[src/rtl/pe_pkg.sv]
// Shared types and constants for the shift-add multiply-accumulate processing element.
package pe_pkg;

    localparam int DEF_WIDTH = 8;

    typedef enum logic [1:0] {
        ST_IDLE = 2'd0,
        ST_MUL  = 2'd1,
        ST_ACC  = 2'd2,
        ST_DONE = 2'd3
    } state_t;

    // Iteration counter width; widened to 1 bit so WIDTH=1 still builds a counter.
    function automatic int cnt_w(input int w);
        return (w > 1) ? $clog2(w) : 1;
    endfunction

endpackage

[src/rtl/pe_shift_add_mac_if.sv]
// Operand-in / partial-sum-out handshake bundle between the PE feeder, the MAC and the collector.
interface pe_shift_add_mac_if #(
    parameter int WIDTH = 8
);
    logic                 in_valid;
    logic                 in_ready;
    logic [WIDTH-1:0]     a;
    logic [WIDTH-1:0]     b;
    logic                 acc_clr;
    logic                 out_valid;
    logic                 out_ready;
    logic [2*WIDTH-1:0]   psum;
    logic                 ovf;

    modport master (
        output in_valid, a, b, acc_clr, out_ready,
        input  in_ready, out_valid, psum, ovf
    );

    modport slave (
        input  in_valid, a, b, acc_clr, out_ready,
        output in_ready, out_valid, psum, ovf
    );
endinterface

[src/rtl/pe_shift_add_mac_rca.sv]
// Ripple-carry adder over 2*WIDTH bits; the only adder in the MAC, shared by multiply and accumulate.
module rca #(
    parameter int WIDTH = 8
) (
    input  logic [2*WIDTH-1:0] x,
    input  logic [2*WIDTH-1:0] y,
    input  logic               cin,
    output logic [2*WIDTH-1:0] sum,
    output logic               cout
);
    always_comb begin
        logic c;
        c   = cin;
        sum = '0;
        for (int i = 0; i < 2*WIDTH; i++) begin
            sum[i] = x[i] ^ y[i] ^ c;
            c      = (x[i] & y[i]) | (c & (x[i] ^ y[i]));
        end
        cout = c;
    end
endmodule

[src/rtl/pe_shift_add_mac.sv]
// Sequential shift-add multiplier feeding an accumulator, both sharing a single ripple-carry adder.
//
//   state | meaning
//   IDLE  | in_ready=1, waiting for an operand pair
//   MUL   | WIDTH shift-add iterations building prod
//   ACC   | one cycle adding prod into acc (or restarting from 0)
//   DONE  | out_valid=1, psum held until out_ready
module pe_shift_add_mac
    import pe_pkg::*;
#(
    parameter int WIDTH = DEF_WIDTH
) (
    input  logic                  clk,
    input  logic                  rst,
    pe_shift_add_mac_if.slave     bus
);
    localparam int PW = 2 * WIDTH;
    localparam int CW = cnt_w(WIDTH);
    localparam logic [CW-1:0] LAST_ITER = CW'(WIDTH - 1);

    state_t          state;
    logic            in_ready_q;
    logic            out_valid_q;
    logic [PW-1:0]   a_sh;
    logic [WIDTH-1:0] b_sh;
    logic [PW-1:0]   prod;
    logic [PW-1:0]   acc;
    logic            ovf_q;
    logic            clr_q;
    logic [CW-1:0]   cnt;

    logic [PW-1:0]   add_x;
    logic [PW-1:0]   add_y;
    logic [PW-1:0]   add_sum;
    logic            add_cout;

    // The adder serves the partial-product loop in MUL and the accumulate otherwise.
    always_comb begin
        add_x = '0;
        add_y = '0;
        if (state == ST_MUL) begin
            add_x = prod;
            add_y = b_sh[0] ? a_sh : '0;
        end else begin
            add_x = clr_q ? '0 : acc;
            add_y = prod;
        end
    end

    rca #(.WIDTH(WIDTH)) u_rca (
        .x    (add_x),
        .y    (add_y),
        .cin  (1'b0),
        .sum  (add_sum),
        .cout (add_cout)
    );

    always_ff @(posedge clk or posedge rst) begin
        if (rst) begin
            state       <= ST_IDLE;
            in_ready_q  <= 1'b1;
            out_valid_q <= 1'b0;
            a_sh        <= '0;
            b_sh        <= '0;
            prod        <= '0;
            acc         <= '0;
            ovf_q       <= 1'b0;
            clr_q       <= 1'b0;
            cnt         <= '0;
        end else begin
            case (state)
                ST_IDLE: begin
                    if (bus.in_valid && in_ready_q) begin
                        a_sh       <= {{WIDTH{1'b0}}, bus.a};
                        b_sh       <= bus.b;
                        prod       <= '0;
                        clr_q      <= bus.acc_clr;
                        cnt        <= '0;
                        in_ready_q <= 1'b0;
                        state      <= ST_MUL;
                    end
                end
                ST_MUL: begin
                    // Product fits in PW bits, so the carry here is meaningless.
                    prod <= add_sum;
                    a_sh <= a_sh << 1;
                    b_sh <= b_sh >> 1;
                    cnt  <= cnt + 1'b1;
                    if (cnt == LAST_ITER) begin
                        state <= ST_ACC;
                    end
                end
                ST_ACC: begin
                    acc         <= add_sum;
                    ovf_q       <= clr_q ? add_cout : (ovf_q | add_cout);
                    out_valid_q <= 1'b1;
                    state       <= ST_DONE;
                end
                ST_DONE: begin
                    if (bus.out_ready) begin
                        out_valid_q <= 1'b0;
                        in_ready_q  <= 1'b1;
                        state       <= ST_IDLE;
                    end
                end
                default: begin
                    state <= ST_IDLE;
                end
            endcase
        end
    end

    assign bus.in_ready  = in_ready_q;
    assign bus.out_valid = out_valid_q;
    assign bus.psum      = acc;
    assign bus.ovf       = ovf_q;

endmodule

[src/flat_wrapper.sv]
// flat-port wrapper written by rule: the top's interface ports become plain ports
module pe_shift_add_mac_flat import pe_pkg::*;
#(
    parameter int WIDTH = DEF_WIDTH
)
  (clk, rst, bus_in_valid, bus_a, bus_b, bus_acc_clr, bus_out_ready, bus_in_ready, bus_out_valid, bus_psum, bus_ovf);
  pe_shift_add_mac_if #(.WIDTH(WIDTH)) bus_i ();
  input  logic clk;
  input  logic rst;
  input wire logic [$bits(bus_i.in_valid)-1:0] bus_in_valid;
  input wire logic [$bits(bus_i.a)-1:0] bus_a;
  input wire logic [$bits(bus_i.b)-1:0] bus_b;
  input wire logic [$bits(bus_i.acc_clr)-1:0] bus_acc_clr;
  input wire logic [$bits(bus_i.out_ready)-1:0] bus_out_ready;
  output wire logic [$bits(bus_i.in_ready)-1:0] bus_in_ready;
  output wire logic [$bits(bus_i.out_valid)-1:0] bus_out_valid;
  output wire logic [$bits(bus_i.psum)-1:0] bus_psum;
  output wire logic [$bits(bus_i.ovf)-1:0] bus_ovf;
  assign bus_i.in_valid = bus_in_valid;
  assign bus_i.a = bus_a;
  assign bus_i.b = bus_b;
  assign bus_i.acc_clr = bus_acc_clr;
  assign bus_i.out_ready = bus_out_ready;
  assign bus_in_ready = bus_i.in_ready;
  assign bus_out_valid = bus_i.out_valid;
  assign bus_psum = bus_i.psum;
  assign bus_ovf = bus_i.ovf;
  pe_shift_add_mac #(.WIDTH(WIDTH)) u_core (.clk(clk), .rst(rst), .bus(bus_i));
endmodule
[config.mk]
export PLATFORM = sky130hd
export DESIGN_NAME = pe_shift_add_mac_flat
export DESIGN_NICKNAME = d
export VERILOG_FILES = /design/src/rtl/pe_pkg.sv /design/src/rtl/pe_shift_add_mac_if.sv /design/src/rtl/pe_shift_add_mac_rca.sv /design/src/rtl/pe_shift_add_mac.sv /design/src/flat_wrapper.sv
export SDC_FILE = /design/constraint.sdc
export NUM_CORES = 1
export LEC_CHECK = 0
export ABC_AREA = 1
export CORE_AREA = 2 2 71 90
export DETAILED_ROUTE_END_ITERATION = 7
export DIE_AREA = 0 0 73 92
export PLACE_DENSITY_LB_ADDON = 0.15
export SETUP_SLACK_MARGIN = 0.3
export SLEW_MARGIN = 20
export SYNTH_ARGS = -nofsm -noshare
export SYNTH_HDL_FRONTEND = slang
export SYNTH_SLANG_ARGS = --single-unit
[constraint.sdc]
create_clock -name clk -period 11.72 [get_ports clk]
set_input_delay 2.344 -clock clk [delete_from_list [all_inputs] [get_ports clk]]
set_output_delay 2.344 -clock clk [all_outputs]
set_load 0.005 [all_outputs]
==> flow_summary.toml <==
[cts]
clk_pin_slew_ns = 0.07
cts-hold-fix-buffers = 0
post-cts-setup-buffers = 0
cts_inserted_buffers = 9
h-tree-depth = 3
cts_root_buf = "clkbuf_8"
clk_path_buf_depth = 2
post_cts_resized = 0
cts_tree = "done"
cts.sinks = 65
clock_latency_ns = 0.34

[timing]
rsz0062_at_grt = "no"
final_max_slew_viol_count = 0
worst_slack_ns = 3.925
clock_skew_ns = 0.01019
finalHoldViolCount = 0
period_needed_ns = 7.795
slew_headroom_pct = 39.54
setup_tns_ns = 0
timing.final.crit_share_pct = 66.51
worst_pin_slew_ns = 0.9069
fmax_ghz = 0.1283
setup_violations = 0

[route]
avgRoutedWirePerCell_um = 14.70
ant_nets = 0
wl_mm = 7.410
vias = 2800
first_pass_iters = 5
drt_iter0_drc = 340
viasPerCell = 5.556
remaining_drc_errors = 0

[yosys]
synth_nets = 444
yosys-top-cells-area = "dfrtp_1, nand2_1, fa_1"
yosysTopAreaCellShare_pct = 46.23
synth_cell_types = 24
synth-seq-cells = 65
postSynthCellCount = 400
synth_warnings = 0
ys_seq_area_share_pct = 46.98
synth_ff_type = "dfrtp_1"
async_reset_ff_share_pct = 100.0
synth_top_cell_by_area = "dfrtp_1"
synth_edf_count = 0
mappedNetlistArea_um2 = 3465
postSynthAreaPerCell_um2 = 8.661

[die]
start_util_pct = 58.07
row_count = 32
die_w_um = 73
dieArea_um2 = 6716
die_h_um = 92
core_area_um2 = 5966
ioPinCount = 40

[min_path]
holdCritPathClass = "flop to flop"
holdPathStages = 2

[worst_setup_path]
critPathMaxStageDelay_ns = 0.48
critPathMaxFanout = 24
worst_setup_path_start_kind = "flop"
crit_top_cell = "fa_1"
slowest_stage = "ha_1"
cp.required_ns = 12.00
arrival_ns = 8.08
end_kind = "flop"
critPathBufInv = 3
crit_family = "adder cells"
cp_num_cells = 26
reg2regPathDepth = 26
crit_type = "flop to flop"

[job]
maxCapViolCount = 0

[layout]
synthToLayoutAreaGrowth_pct = 16.00
final_common_cell = "nand2_1"
drive_above_1_share_pct = 5.505
antenna_cells = 0
nNetsFinal = 475
fillers = 488
regArea_um2 = 1628
mostFrequentLayoutCells = "nand2_1, dfrtp_1, inv_1"
multi_input_area_um2 = 1520

[global_routing]
grt_start_max_net_pins = 66
antenna_found_initial = 0
grt_usage_pct = 24.39
grt_pass1_vias = 2764
grt-ovfl-total = 0
grt_pass1_wl_mm = 12.58

[pwr]
leakage_nw = 1.825
power_density_nw_per_um2 = 108.5
ir_drop_mv = 0.06286

[placement]
place_ws_ns = 4.020
io_buffers = 39
place_hpwl_mm = 4.905
routabilityCongestion = 0.8587

[outcome]
status = "complete, no violations"
==> path summary, 6_finish.rpt <==
kind,slack (ns),start,end
min in group asynchronous,2.55,rst,u_core.a_sh[10]$_DFFE_PP0P_
min,0.47,u_core.b_sh[2]$_DFFE_PP0P_,u_core.b_sh[2]$_DFFE_PP0P_
min reg2reg,0.47,u_core.b_sh[2]$_DFFE_PP0P_,u_core.b_sh[2]$_DFFE_PP0P_
max in group asynchronous,8.63,rst,u_core.b_sh[6]$_DFFE_PP0P_
max reg2reg,3.92,u_core.state[1]$_DFFE_PP0P_,u_core.prod[15]$_DFFE_PP0P_
max,3.92,u_core.state[1]$_DFFE_PP0P_,u_core.prod[15]$_DFFE_PP0P_
==> flip-flops by register name, summed over array words and instances, names as in the netlist <==
| register | flops |
|---|---|
| u_core.a_sh | 16 |
| u_core.b_sh | 8 |
| u_core.bus.in_ready | 1 |
| u_core.bus.out_valid | 1 |
| u_core.bus.ovf | 1 |
| u_core.bus.psum | 16 |
| u_core.clr_q | 1 |
| u_core.cnt | 3 |
| u_core.prod | 16 |
| u_core.state | 2 |
==> power breakdown <==
group           total, W  leakage, nW  internal [W]  switching, W
logic          0.0000135        0.897    0.00000698    0.00000652
registers       0.000224        0.821      0.000224             0
clock network   0.000198        0.107      0.000116     0.0000825
==> through the flow <==
stage                     std cells  hold WS, ns  utilization [%]  cell area, um^2  power (W)
after floorplan                 400       0.4422                -             3465  0.0002339
after global placement          488       0.4564            63.88             3811  0.0002423
after detailed placement        488       0.4593            63.88             3811  0.0002424
after CTS                       504       0.4752            67.37             4019  0.0004401
after global routing            504       0.5044            67.37             4019  0.0004503
final                           504       0.4708            67.37             4019  0.0004359
==> cells by family (layout without fill, tap and decap cells) <==
family	after synthesis	in the layout	share of synthesized area [%]
simple gates	159	159	18.71
compound gates	86	86	13.61
buf+inv	67	103	9.137
flops	65	65	46.98
fa+ha+maj	23	23	11.56
==> worst reg2reg max path: stages (launching register included) <==
cell and delay (ns):
dfrtp_1 0.41, inv_1 0.10, ha_1 0.48, nand2_1 0.35, inv_1 0.11, nand2_1 0.07
o21ai_0 0.08, ha_1 0.24, fa_1 0.39, fa_1 0.42, fa_1 0.41, fa_1 0.41
fa_1 0.39, fa_1 0.39, fa_1 0.41, fa_1 0.41, fa_1 0.40, fa_1 0.40
fa_1 0.38, fa_1 0.37, inv_1 0.07, fa_1 0.17, fa_1 0.18, fa_1 0.43
nor2_1 0.11, nand2_1 0.06, nand2_1 0.08
==> routing by layer <==
metal  GRT usage, %  up-vias  wire length (um)
met5              0        -                 0
met4          10.49        0               130
met3          4.945       11               382
met2          37.76      101              3586
met1          33.09     1333              3311
li1               -     1355                 -
==> area by class of cell <==
cell class,count,share of cell area [%]
sequential,65,40.50
multi-input combinational,268,37.83
timing repair buffer,41,10.09
clock buffer,14,4.296
inverter,46,4.296
tap,68,2.117
clock inverter,2,0.8717
==> synth_stat cells (5+ instances only) <==
library cell	n
a21oi_1	5
inv_1	43
fa_1	15
o21ai_1	28
nand2_1	129
o21ai_0	24
dfrtp_1	64
nor2_1	6
nand3_1	18
ha_1	8
buf_6	5
buf_2	10
o22ai_1	25
Note: power is estimated with default switching activity, not from simulation.
